==> src/rtl/sc_screen_pkg.sv <==
// Shared definitions for the LED-matrix screen sequencers and display register banks.
package sc_screen_pkg;

    localparam int unsigned ROWS    = 8;
    localparam int unsigned ROW_W   = 3;
    localparam int unsigned BLINK_W = 8;

    localparam logic [63:0] LOSE_PATTERN  = 64'h0024_2424_003C_4200;
    localparam logic [63:0] CRASH_PATTERN = 64'h8142_2418_1824_4281;

    typedef enum logic [2:0] {
        IDLE      = 3'd0,
        LOAD      = 3'd1,
        BLINK_OFF = 3'd2,
        BLINK_ON  = 3'd3,
        HOLD      = 3'd4,
        CLEAR     = 3'd5
    } state_t;

    // Row r of a pattern is byte r, row 7 being the most significant byte.
    function automatic logic [7:0] pattern_row(input logic [63:0] pattern,
                                               input logic [ROW_W-1:0] row);
        return pattern[{row, 3'b000} +: 8];
    endfunction

endpackage

==> src/rtl/sc_tick_prescaler.sv <==
// Blink half-period prescaler: counts 0..BLINK_TICKS-1, tick_c on the last count.
module sc_tick_prescaler #(
    parameter int unsigned CNT_W       = 25,
    parameter int unsigned BLINK_TICKS = 25_000_000
) (
    input  logic clk,
    input  logic rst_n,
    input  logic clear,
    output logic tick_c
);

    logic [CNT_W-1:0] cnt;

    assign tick_c = (cnt == CNT_W'(BLINK_TICKS - 1));

    always_ff @(posedge clk or negedge rst_n) begin
        if (!rst_n) begin
            cnt <= '0;
        end else if (clear || tick_c) begin
            cnt <= '0;
        end else begin
            cnt <= cnt + CNT_W'(1);
        end
    end

endmodule

==> src/rtl/sc_lose_screen_ctrl.sv <==
// End-of-game LOSE screen sequencer: load pattern, blink, hold, clear on restart.
// Blink phase is built only when SC_LOSECTRL_BLINK_EN is defined.
module sc_lose_screen_ctrl
    import sc_screen_pkg::*;
#(
    parameter logic [63:0] PATTERN     = LOSE_PATTERN,
    parameter int unsigned BLINK_TICKS = 25_000_000,
    parameter int unsigned BLINK_COUNT = 3,
    parameter int unsigned CNT_W       = 25
) (
    input  logic             SC_LOSECTRL_CLOCK_50,
    input  logic             SC_LOSECTRL_RESET_InLow,
    input  logic             SC_LOSECTRL_CRASH_InLow,
    input  logic             SC_LOSECTRL_RESTART_InLow,
    output logic             SC_LOSECTRL_LOAD_OutLow,
    output logic [ROW_W-1:0] SC_LOSECTRL_ROWSEL_Out,
    output logic [7:0]       SC_LOSECTRL_DATA_Out,
    output logic             SC_LOSECTRL_BLANK_OutLow,
    output logic             SC_LOSECTRL_GAMEOVER_Out,
    output logic             SC_LOSECTRL_DONE_Out
);

    localparam logic [ROW_W-1:0] LAST_ROW = ROW_W'(ROWS - 1);

    if (CNT_W == 0 || CNT_W > 32 || BLINK_TICKS == 0 ||
        BLINK_COUNT >= (32'd1 << BLINK_W) ||
        (64'(BLINK_TICKS) - 64'd1) >= (64'd1 << CNT_W)) begin : g_param_check
        $error("sc_lose_screen_ctrl: blink parameters out of range");
    end

    state_t           state, state_nxt;
    logic [ROW_W-1:0] row, row_nxt;
    logic             crash_prev;
    logic             crash_edge;
    logic             restart_req;
    logic             load_n_nxt;
    logic [ROW_W-1:0] rowsel_nxt;
    logic [7:0]       data_nxt;
    logic             gameover_nxt;
    logic             done_nxt;
    logic             blank_n_nxt;

    assign crash_edge  = crash_prev & ~SC_LOSECTRL_CRASH_InLow;
    assign restart_req = ~SC_LOSECTRL_RESTART_InLow;

`ifdef SC_LOSECTRL_BLINK_EN
    logic               tick_c;
    logic               prescale_clear;
    logic [BLINK_W-1:0] blink, blink_nxt;

    assign prescale_clear = (state_nxt != state);

    sc_tick_prescaler #(
        .CNT_W       (CNT_W),
        .BLINK_TICKS (BLINK_TICKS)
    ) u_prescaler (
        .clk    (SC_LOSECTRL_CLOCK_50),
        .rst_n  (SC_LOSECTRL_RESET_InLow),
        .clear  (prescale_clear),
        .tick_c (tick_c)
    );
`else
    assign SC_LOSECTRL_BLANK_OutLow = 1'b1;
`endif

    // Next state plus the output values that go with it, so outputs land with the state.
    always_comb begin
        state_nxt = state;
        row_nxt   = row;
`ifdef SC_LOSECTRL_BLINK_EN
        blink_nxt = blink;
`endif
        case (state)
            IDLE: begin
                if (crash_edge) begin
                    state_nxt = LOAD;
                    row_nxt   = '0;
                end
            end
            LOAD: begin
`ifdef SC_LOSECTRL_BLINK_EN
                blink_nxt = '0;
`endif
                if (row == LAST_ROW) begin
`ifdef SC_LOSECTRL_BLINK_EN
                    if (BLINK_COUNT == 0) state_nxt = HOLD;
                    else                  state_nxt = BLINK_OFF;
`else
                    state_nxt = HOLD;
`endif
                end else begin
                    row_nxt = row + ROW_W'(1);
                end
            end
`ifdef SC_LOSECTRL_BLINK_EN
            BLINK_OFF: begin
                if (restart_req) begin
                    state_nxt = CLEAR;
                    row_nxt   = '0;
                end else if (tick_c) begin
                    state_nxt = BLINK_ON;
                end
            end
            BLINK_ON: begin
                if (restart_req) begin
                    state_nxt = CLEAR;
                    row_nxt   = '0;
                end else if (tick_c) begin
                    blink_nxt = blink + BLINK_W'(1);
                    if (blink_nxt == BLINK_W'(BLINK_COUNT)) state_nxt = HOLD;
                    else                                    state_nxt = BLINK_OFF;
                end
            end
`endif
            HOLD: begin
                if (restart_req) begin
                    state_nxt = CLEAR;
                    row_nxt   = '0;
                end
            end
            CLEAR: begin
                if (row == LAST_ROW) state_nxt = IDLE;
                else                 row_nxt   = row + ROW_W'(1);
            end
            default: begin
                state_nxt = IDLE;
                row_nxt   = '0;
            end
        endcase

        gameover_nxt = (state_nxt != IDLE);
        done_nxt     = (state_nxt == HOLD) && (state != HOLD);
        load_n_nxt   = !((state_nxt == LOAD) || (state_nxt == CLEAR));
        rowsel_nxt   = load_n_nxt ? '0 : row_nxt;
        data_nxt     = (state_nxt == LOAD) ? pattern_row(PATTERN, row_nxt) : 8'h00;
        blank_n_nxt  = (state_nxt != BLINK_OFF);
    end

    always_ff @(posedge SC_LOSECTRL_CLOCK_50 or negedge SC_LOSECTRL_RESET_InLow) begin
        if (!SC_LOSECTRL_RESET_InLow) begin
            state                    <= IDLE;
            row                      <= '0;
            crash_prev               <= 1'b1;
            SC_LOSECTRL_LOAD_OutLow  <= 1'b1;
            SC_LOSECTRL_ROWSEL_Out   <= '0;
            SC_LOSECTRL_DATA_Out     <= 8'h00;
            SC_LOSECTRL_GAMEOVER_Out <= 1'b0;
            SC_LOSECTRL_DONE_Out     <= 1'b0;
`ifdef SC_LOSECTRL_BLINK_EN
            blink                    <= '0;
            SC_LOSECTRL_BLANK_OutLow <= 1'b1;
`endif
        end else begin
            state                    <= state_nxt;
            row                      <= row_nxt;
            crash_prev               <= SC_LOSECTRL_CRASH_InLow;
            SC_LOSECTRL_LOAD_OutLow  <= load_n_nxt;
            SC_LOSECTRL_ROWSEL_Out   <= rowsel_nxt;
            SC_LOSECTRL_DATA_Out     <= data_nxt;
            SC_LOSECTRL_GAMEOVER_Out <= gameover_nxt;
            SC_LOSECTRL_DONE_Out     <= done_nxt;
`ifdef SC_LOSECTRL_BLINK_EN
            blink                    <= blink_nxt;
            SC_LOSECTRL_BLANK_OutLow <= blank_n_nxt;
`endif
        end
    end

`ifndef SC_LOSECTRL_BLINK_EN
    logic unused_blank;
    assign unused_blank = blank_n_nxt;
`endif

endmodule
==> config.mk <==
export PLATFORM = sky130hd
export DESIGN_NAME = sc_lose_screen_ctrl
export DESIGN_NICKNAME = d
export VERILOG_FILES = /design/src/rtl/sc_screen_pkg.sv /design/src/rtl/sc_tick_prescaler.sv /design/src/rtl/sc_lose_screen_ctrl.sv
export SDC_FILE = /design/constraint.sdc
export NUM_CORES = 1
export LEC_CHECK = 0
export CAP_MARGIN = 20
export CORE_UTILIZATION = 40
export CTS_BUF_LIST = sky130_fd_sc_hd__clkbuf_2 sky130_fd_sc_hd__clkbuf_4 sky130_fd_sc_hd__clkbuf_8
export CTS_CLUSTER_SIZE = 12
export DETAILED_ROUTE_END_ITERATION = 7
export PLACE_DENSITY = 0.68
export SYNTH_ARGS = -nofsm -noshare
export SYNTH_HDL_FRONTEND = slang
export SYNTH_HIERARCHICAL = 1
export SYNTH_SLANG_ARGS = --single-unit
==> constraint.sdc <==
create_clock -name SC_LOSECTRL_CLOCK_50 -period 2.8 [get_ports SC_LOSECTRL_CLOCK_50]
set_clock_uncertainty 0.15 [all_clocks]
set_input_delay 0.56 -clock SC_LOSECTRL_CLOCK_50 [delete_from_list [all_inputs] [get_ports SC_LOSECTRL_CLOCK_50]]
set_output_delay 0.56 -clock SC_LOSECTRL_CLOCK_50 [all_outputs]
set_load 0.05 [all_outputs]
## Yosys cells after proc, flatten, opt, wreduce, memory -nomap -nowiden

Index checks and enable logic that the tools add are counted.

- Add/sub/neg operators: 1
- Equality and inequality tests: 8
- Shift operators: 1
- Muxes and demuxes: 11
- Bitwise operators: 2
- Reductions and logical operators: 6

Operators with widths:

| operator | number |
|---|---|
| 64-bit by 7-bit variable part select with 8-bit output (first input constant) | 1 |
| 3-bit two-way mux | 8 |
| 3-bit equality test (second input constant) | 5 |
| 3-bit case mux with 4 select lines | 1 |
| 3-bit case mux with 3 select lines | 1 |
| 8-bit two-way mux | 1 |
| 3-bit by 1-bit equality test with 1-bit output (second input constant) | 2 |
| 3-bit by 1-bit adder with 3-bit output (second input constant) | 1 |
| 3-bit zero test | 1 |
| 3-bit inequality test (second input constant) | 1 |
| 3-bit nonzero test | 1 |
| 2-bit OR reduction | 1 |
| 1-bit AND | 1 |
| 1-bit logical AND | 1 |
| 1-bit zero test | 1 |
| 1-bit logical OR | 1 |
| 1-bit NOT | 1 |

- Flip-flop bits (word level): 21
- Bits of input ports: 4
- Output and inout port bits: 15
- Word-level logic and storage cells: 37

## Depth between registers and ports, before layout

Gate-level depths: netlist of run 1.

- Word-level depth: 7
- Mapped depth: 5
- Gate-level depth less buffers: 5

## Least setup slack after synthesis of run 1

Ideal clock, no wire load.

- Path type: reg2reg
- Start: register row[0]
- End: register SC_LOSECTRL_DATA_Out[6]
- Library setup time: 0.095 ns
- Arrival time: 1.477 ns
- Required time: 2.555 ns
- Setup slack: 1.078 ns
- Stages on the path, launching flop included: 6
- Buffers on the path: 0
- Clock period less this slack: 1.722 ns
- Path through: dfrtp_1 > ha_1 > and2_1 > mux2_1 > a22oi_2 > nor4b_2

- Longest elaborated chain between the ends: 5
- Elaborated cells on any way between the ends: 12
- Those cells by class: 1 x add/sub; 2 x eq/ne; 1 x shift; 8 x mux

RTL lines:

| item | line | text |
|---|---|---|
| start, declared | sc_lose_screen_ctrl.sv:32 | `logic [ROW_W-1:0] row, row_nxt;` |
| start signal, assigned | sc_lose_screen_ctrl.sv:155 | `row <= row_nxt;` |
| 3-bit by 1-bit adder with 3-bit output or 3-bit equality test (tied branches) | n/a |  |
| 3-bit two-way mux, on equally long branches | sc_lose_screen_ctrl.sv:84, sc_lose_screen_ctrl.sv:122 |  |
| 3-bit case mux with 3 select lines or 3-bit case mux with 4 select lines (tied branches) | sc_lose_screen_ctrl.sv:73 | `case (state)` |
| 64-bit by 7-bit variable part select with 8-bit output or 3-bit by 1-bit equality test with 1-bit output (tied branches) | sc_screen_pkg.sv:23, sc_lose_screen_ctrl.sv:135 |  |
| 8-bit two-way mux (*) | sc_lose_screen_ctrl.sv:135 | `data_nxt = (state_nxt == LOAD) ? pattern_row(PATTERN, row_nxt) : 8'h00;` |
| end signal, assigned | sc_lose_screen_ctrl.sv:159 | `SC_LOSECTRL_DATA_Out <= data_nxt;` |
| end, declared | sc_lose_screen_ctrl.sv:17 | `output logic [7:0] SC_LOSECTRL_DATA_Out,` |

Mark *: on every way between the ends. The rest lies on a longest branch, timed or not.

## Final worst setup path of run 1

- Start: register SC_LOSECTRL_LOAD_OutLow
- End: output SC_LOSECTRL_LOAD_OutLow

RTL lines:

| item | line | text |
|---|---|---|
| start, declared | sc_lose_screen_ctrl.sv:15 | `output logic SC_LOSECTRL_LOAD_OutLow,` |
| start signal, assigned | sc_lose_screen_ctrl.sv:157 | `SC_LOSECTRL_LOAD_OutLow <= load_n_nxt;` |

No word-level cell between the ends.

==> results by group, run 1 <==
Min path
  – Hold path depth: 1
  – Min-delay worst type: flop to flop

CTS
  – Post-CTS Setup Inserts: 0
  – CTS sink count: 16
  – # H-tree levels: 1
  – Hold-fix buffers, CTS: 0
  – CTS tree: yes
  – CTS Root Cell: clkbuf_4
  – Worst-Skew Late Latency: between 0.2 and 0.3 ns
  – Post_cts resized: 0
  – Cts bufs inserted: 3
  – Clk pin slew, worst setup/hold paths: roughly 0.1 ns
  – CTS max path bufs: 2

Place
  – Hpwl dp: slightly above 800 um
  – Port Buffers: 15
  – Cell Area, Placed: 852.1 um^2
  – Placer Congestion: between 0.8 and 0.9
  – Placed insts: 95

Cells and area
  – N_diodes: 0
  – FILL cells: around 140
  – Fin area: ~900 um^2
  – Layout cells sized above 1: between 10% and 20%
  – Most frequent cells in the layout: 15 x clkdlybuf4s50_1, 14 x dfrtp_1, 5 x nor2_1, 4 x conb_1
  – # nets final: 81
  – Syn-to-layout area delta: 23.69%
  – Post-route insts no fill: 99
  – Commonest non-fill, non-tap cell in the layout: clkdlybuf4s50_1

Critical path
  – CP Max Fanout: 1
  – Buf/Inv on CP: 1
  – CP Capture Type: output pin
  – Max incr delay on CP: between 0.7 and 0.8 ns
  – Critical Path AT: between 1.5 and 2 ns
  – CP top delay family: buffers and inverters
  – Crit path kind: flop to output pin
  – CP max-delay cell: clkdlybuf4s50_1
  – Worst EP required: roughly 2.1 ns
  – Crit path cell chain: clkdlybuf4s50_1
  – CP Depth: 1
  – Startpoint types: flop
  – R2R depth: 5

Run status
  – Status: finished, final reports clean

Synth
  – Yosys warns: 6
  – Compound-gate portion of the synthesized area: under 10%
  – Syn_area_per_cell: between 10 and 15 um^2
  – Post-synthesis mux area share: 2.962%
  – Largest family of logic cells by synthesized area: simple AND/OR/NAND/NOR gates
  – Post-Synthesis Cells: 62
  – Synth unique cells: 30
  – Simple-Gate Fraction of Synth Area: approximately 20%
  – Seq cells post-synth: 16
  – Area share of fa/ha/maj cells after synthesis: between 1.5 and 2%
  – Synth Cell Area: 718.2 um^2
  – Sequential area share after synthesis: a little under three fifths
  – Post-Synth XOR/XNOR Area: under 10%

Timing
  – F_max: 435.3 MHz
  – RSZ-0062 raised after global routing: false
  – Fin. Hold Viols: 0
  – Final setup TNS: 0 ns
  – Setup Viol. Count Final: 0
  – Rel. slew slack: a little over half
  – Final period util: between 80% and 90%
  – Min Tclk post-route: ~2.3 ns
  – Worst-Margin Slew: between 0.7 and 0.8 ns
  – Max-slew violations: 0

GRT
  – GRT Util Overall: 13.57%
  – Vias in the first global route: 430
  – GRT overflow: 0
  – Initial antenna violation count: 0
  – Largest net degree at the start of global routing: 17
  – First-pass GRT wire length: ~1900 um

Floorplanning
  – I/O pins: 19
  – Die ar.: 1969 um^2
  – Initial Util: between 40% and 50%
  – Core area: ~1600 um^2
  – Die Y: around 44 um
  – Die Wd: roughly 44 um
  – Rows: 14

Detailed routing
  – Vias: between 400 and 500
  – DRC viols: 0
  – Post-Route WL: 1188 um
  – Routed length per instance: between 10 and 15 um
  – Initial drt markers: 9
  – Vias per inst: ~5
  – Post-route antenna net violation count: 0
  – First-pass detailed-route iteration total: 4

Pwr
  – Leakage Power: between 0.0003 and 0.0004 uW
  – Pwr Density: about 520 nW/um^2
  – Worst vdd ir: 0.0002058 V

Run
  – Max_cap viols: 0
## worst paths after layout
path | slack, ns | startpoint | endpoint
worst max-delay path | 0.50 | SC_LOSECTRL_LOAD_OutLow$_DFF_PN1_ | SC_LOSECTRL_LOAD_OutLow
worst min-delay path | 0.44 | state[2]$_DFF_PN0_ | SC_LOSECTRL_DONE_Out$_DFF_PN0_
worst max register to register | 0.90 | row[0]$_DFF_PN0_ | SC_LOSECTRL_DATA_Out[6]$_DFF_PN0_
worst min register to register | 0.44 | state[2]$_DFF_PN0_ | SC_LOSECTRL_DONE_Out$_DFF_PN0_
max in group asynchronous | 1.50 | SC_LOSECTRL_RESET_InLow | SC_LOSECTRL_GAMEOVER_Out$_DFF_PN0_
min in group asynchronous | 0.54 | SC_LOSECTRL_RESET_InLow | SC_LOSECTRL_DATA_Out[6]$_DFF_PN0_
## flip-flops by register name (all words and copies together) (netlist names)
signal and count:
state 3, SC_LOSECTRL_DATA_Out 3, crash_prev 1, SC_LOSECTRL_ROWSEL_Out 3, SC_LOSECTRL_LOAD_OutLow 1, SC_LOSECTRL_GAMEOVER_Out 1
SC_LOSECTRL_DONE_Out 1, row 3
## cells in the mapped netlist
| master | number | area share (%) |
|---|---|---|
| a211oi_1 | 1 | 1.0 |
| a21oi_1 | 1 | 0.70 |
| a22oi_2 | 1 | 1.7 |
| and2_1 | 1 | 0.87 |
| and2b_1 | 1 | 1.0 |
| buf_2 | 1 | 0.70 |
| buf_4 | 6 | 6.3 |
| clkbuf_1 | 1 | 0.52 |
| conb_1 | 2 | 1.0 |
| dfrtp_1 | 14 | 49 |
| dfstp_2 | 2 | 7.3 |
| ha_1 | 1 | 1.7 |
| inv_1 | 2 | 1.0 |
| inv_2 | 1 | 0.52 |
| mux2_1 | 1 | 1.6 |
| mux2i_1 | 1 | 1.4 |
| nand2_1 | 1 | 0.52 |
| nand2b_1 | 3 | 2.6 |
| nand3_1 | 3 | 2.1 |
| nor2_1 | 5 | 2.6 |
| nor3_1 | 3 | 2.1 |
| nor3_2 | 2 | 2.8 |
| nor3b_2 | 1 | 1.7 |
| nor4b_2 | 1 | 2.1 |
| o21ai_0 | 1 | 0.70 |
| o21ai_1 | 1 | 0.70 |
| o31ai_1 | 1 | 1.0 |
| o32ai_2 | 1 | 2.3 |
| or3b_1 | 1 | 1.2 |
| xor2_1 | 1 | 1.2 |
## worst register-to-register path: stages (launching register included)
cell     delay, ns
dfrtp_1       0.42
ha_1          0.24
and2_1        0.16
mux2_1        0.33
a22oi_2       0.28
nor4b_2       0.24
## power by group
part           leakage, uW  internal (uW)  switching, uW  total, uW
combinational     0.000162           18.4           41.0       59.5
sequential        0.000212            239           6.89        246
clock            0.0000210           79.1           73.6        153
## routing by layer
layer	up-vias	wire length [um]	global-route usage, %
met5	-	0	0
met4	0	17	5.455
met3	4	94	2.857
met2	28	568	21.47
met1	237	508	18.21
li1	225	-	-
## cell families after synthesis
family / Yosys count
DFF: 16
buffers and inverters: 11
xor gates and xnor gates: 1
and+or+nand+nor: 22
AOI/OAI and AO/OA: 7
adders and majority gates: 1
other: 2
muxes: 2
## per-stage QoR
step	utilization, %	total power, uW	setup WS (ns)	hold slack [ns]
2_1_floorplan	-	294.0	1.078	0.1144
3_3_place_gp	53.45	308.6	0.5596	0.4033
3_5_place_dp	53.45	309.1	0.5048	0.4081
4_1_cts	55.73	460.9	0.4942	0.4286
5_1_grt	55.73	476.0	0.4620	0.4739
6_report	55.73	457.9	0.5029	0.4384
## layout make-up
type	instances	area, um^2	area share [%]
timing repair buffer	15	150.1	16.90
tap	24	30.03	3.380
inverter	3	11.26	1.268
multi-input combinational	37	257.7	29.01
sequential	16	402.9	45.35
clock buffer	4	36.28	4.085
(Power assumes the default switching activity.)
==> run 2, diff against run 1 <==
==> constraint.sdc (replaced) <==
create_clock -name SC_LOSECTRL_CLOCK_50 -period 2.3 [get_ports SC_LOSECTRL_CLOCK_50]
set_clock_uncertainty 0.15 [all_clocks]
set_input_delay 0.46 -clock SC_LOSECTRL_CLOCK_50 [delete_from_list [all_inputs] [get_ports SC_LOSECTRL_CLOCK_50]]
set_output_delay 0.46 -clock SC_LOSECTRL_CLOCK_50 [all_outputs]
set_load 0.05 [all_outputs]
==> run 2 against run 1 <==
- worst hold slack got worse by 0.089 ns
- first-iteration DRC count fell by 11%
- non-clock buffer count up 2
- final area is 1.7% higher
- highest routed layer unchanged
- die area stayed put
- via count is 4.5% lower
- global-route usage shrank 0.26 points
- combinational power up 24%
- largest cell class unchanged
- count of clock-buffer cells in the layout stayed put
- clock power is 18% higher
- sequential power is 21% higher
==> results by group, run 2 (synthesis results as in run 1) <==
Detailed routing
  – DRC viols: 0 (unchanged)
  – Post-Route WL: 1060 um (-11%)
  – Routed length per instance: 10.50 um (-13%)
  – Initial drt markers: 8 (-1)
  – First-pass detailed-route iteration total: 4 (unchanged)
  – Vias: 472 (-4.5%)
  – Post-route antenna net violation count: 0 (unchanged)
  – Vias per inst: 4.673 (-6.3%)

GRT
  – GRT Util Overall: 13.32% (-0.26 points)
  – First-pass GRT wire length: 1821 um (-4.4%)
  – GRT overflow: 0 (unchanged)
  – Vias in the first global route: 426 (-0.93%)
  – Initial antenna violation count: 0 (unchanged)
  – Largest net degree at the start of global routing: 17 (unchanged)

Critical path
  – CP top delay family: buffers and inverters
  – R2R Path Start: row[0]$_DFF_PN0_
  – Startpoint types: flop
  – CP Max Fanout: 1 (unchanged)
  – CP Capture Type: output pin
  – CP max-delay cell: clkdlybuf4s50_1
  – Buf/Inv on CP: 1 (unchanged)
  – Worst Setup SP: SC_LOSECTRL_LOAD_OutLow$_DFF_PN1_
  – Critical Path AT: 1.59 ns (about the same)
  – Worst EP required: 1.69 ns (-0.40 ns)
  – Crit path kind: flop to output pin
  – Crit path cell chain: clkdlybuf4s50_1
  – Max incr delay on CP: 0.79 ns (about the same)

Timing
  – Min Tclk post-route: around 2.2 ns
  – Setup Viol. Count Final: 0 (unchanged)
  – Final setup TNS: 0 ns (unchanged)
  – F_max: roughly 450 MHz
  – Max-slew violations: 0 (unchanged)
  – RSZ-0062 raised after global routing: false
  – Final period util: 95.73%
  – Fin. Hold Viols: 0 (unchanged)

CTS
  – Hold-fix buffers, CTS: 0 (unchanged)
  – CTS sink count: 16 (unchanged)
  – Clk pin slew, worst setup/hold paths: 0.09 ns (about the same)
  – Cts bufs inserted: 3 (unchanged)
  – Post-CTS Setup Inserts: 0 (unchanged)
  – CTS tree: yes
  – CTS Root Cell: clkbuf_4
  – Post_cts resized: 0 (unchanged)
  – CTS max path bufs: 2 (unchanged)
  – # H-tree levels: 1 (unchanged)
  – Worst-Skew Late Latency: 0.28 ns (about the same)

Floorplanning
  – Die ar.: 1969 um^2 (unchanged)
  – Rows: 14 (unchanged)
  – Die Wd: 44.38 um (unchanged)
  – Die Y: 44.38 um (unchanged)
  – Initial Util: 45.05% (unchanged)
  – I/O pins: 19 (unchanged)
  – Core area: 1594 um^2 (unchanged)

Cells and area
  – Fin area: 903.4 um^2 (+1.7%)
  – Commonest non-fill, non-tap cell in the layout: clkdlybuf4s50_1
  – Layout cells sized above 1: 19.48% (+2.1 points)
  – N_diodes: 0 (unchanged)
  – # nets final: 83 (+2.5%)
  – Syn-to-layout area delta: 25.78%
  – Most frequent cells in the layout: 15 x clkdlybuf4s50_1, 14 x dfrtp_1, 5 x nor2_1, 4 x conb_1

Pwr
  – Pwr Density: 612.2 nW/um^2 (+19%)
  – Leakage Power: 0.0004033 uW (+2.3%)
  – Worst vdd ir: 0.0003351 V (+63%)

Place
  – Placer Congestion: 0.8806 (+4.2%)
  – Cell Area, Placed: 867.1 um^2 (+1.8%)
  – Hpwl dp: 779 um (-4.0%)
  – Port Buffers: 15 (unchanged)

Min path
  – Min-delay worst type: input pin to async pin

Run
  – Max_cap viols: 0 (unchanged)

Run status
  – Status: finished, final reports clean
[run 2: area by class of cell]
class | count | area, um^2
Timing Repair Buffer | 17 | 165.2
Tap cell | 24 | 30.03
Fill cell | 139 | 690.7
Inverter | 3 | 11.26
Clock buffer | 4 | 36.28
Multi-Input combinational cell | 37 | 257.7
Sequential cell | 16 | 402.9
[run 2: through the flow]
stage          std cells  util, %  total power (uW)  hold slack [ns]  worst slack [ns]
2_1_floorplan         64        -             357.9          0.01441            0.5776
3_3_place_gp          97    54.40             378.0           0.4132            0.1898
3_5_place_dp          97    54.40             378.5           0.4142            0.1271
4_1_cts              101    56.67             562.8           0.3539           0.07968
5_1_grt              101    56.67             584.8           0.3678           0.05152
6_report             101    56.67             553.0           0.3494           0.09820
[run 2: layer usage]
metal  vias to the layer above  track usage (%)  routed length (um)
met5                         -                0                   0
met4                         0            7.273                  21
li1                        228                -                   -
met2                        21            19.12                 472
met3                         4            3.673                  49
met1                       219            18.21                 517
[run 2: final timing paths]
path                                                               end  slack (ns)  cells past startpoint
min in group SC_LOSECTRL_CLOCK_50       SC_LOSECTRL_DONE_Out$_DFF_PN0_        0.42                      1
worst min register to register          SC_LOSECTRL_DONE_Out$_DFF_PN0_        0.42                      1
max in group asynchronous                         crash_prev$_DFF_PN1_        1.41                      2
worst max-delay path                           SC_LOSECTRL_LOAD_OutLow         0.1                      1
worst max register to register     SC_LOSECTRL_ROWSEL_Out[1]$_DFF_PN0_        0.48                      6
worst min-delay path                 SC_LOSECTRL_DATA_Out[6]$_DFF_PN0_        0.35                      2
[run 2: power breakdown]
part	internal (uW)	leakage [uW]	switching (uW)
combinational	24.5	0.000171	49.4
sequential	291	0.000212	7.60
clock	96.3	0.0000210	84.6
total	411	0.000403	142
==> run 3, diff against run 2 <==
--- a/config.mk
+++ b/config.mk
@@ -8,7 +8,7 @@
 export CAP_MARGIN = 20
 export CORE_UTILIZATION = 40
 export CTS_BUF_LIST = sky130_fd_sc_hd__clkbuf_2 sky130_fd_sc_hd__clkbuf_4 sky130_fd_sc_hd__clkbuf_8
-export CTS_CLUSTER_SIZE = 12
+export CTS_CLUSTER_SIZE = 30
 export DETAILED_ROUTE_END_ITERATION = 7
 export PLACE_DENSITY = 0.68
 export SYNTH_ARGS = -nofsm -noshare
==> results of run 3 <==
No change in the layout: final DEF, timing and power equal those of run 2.
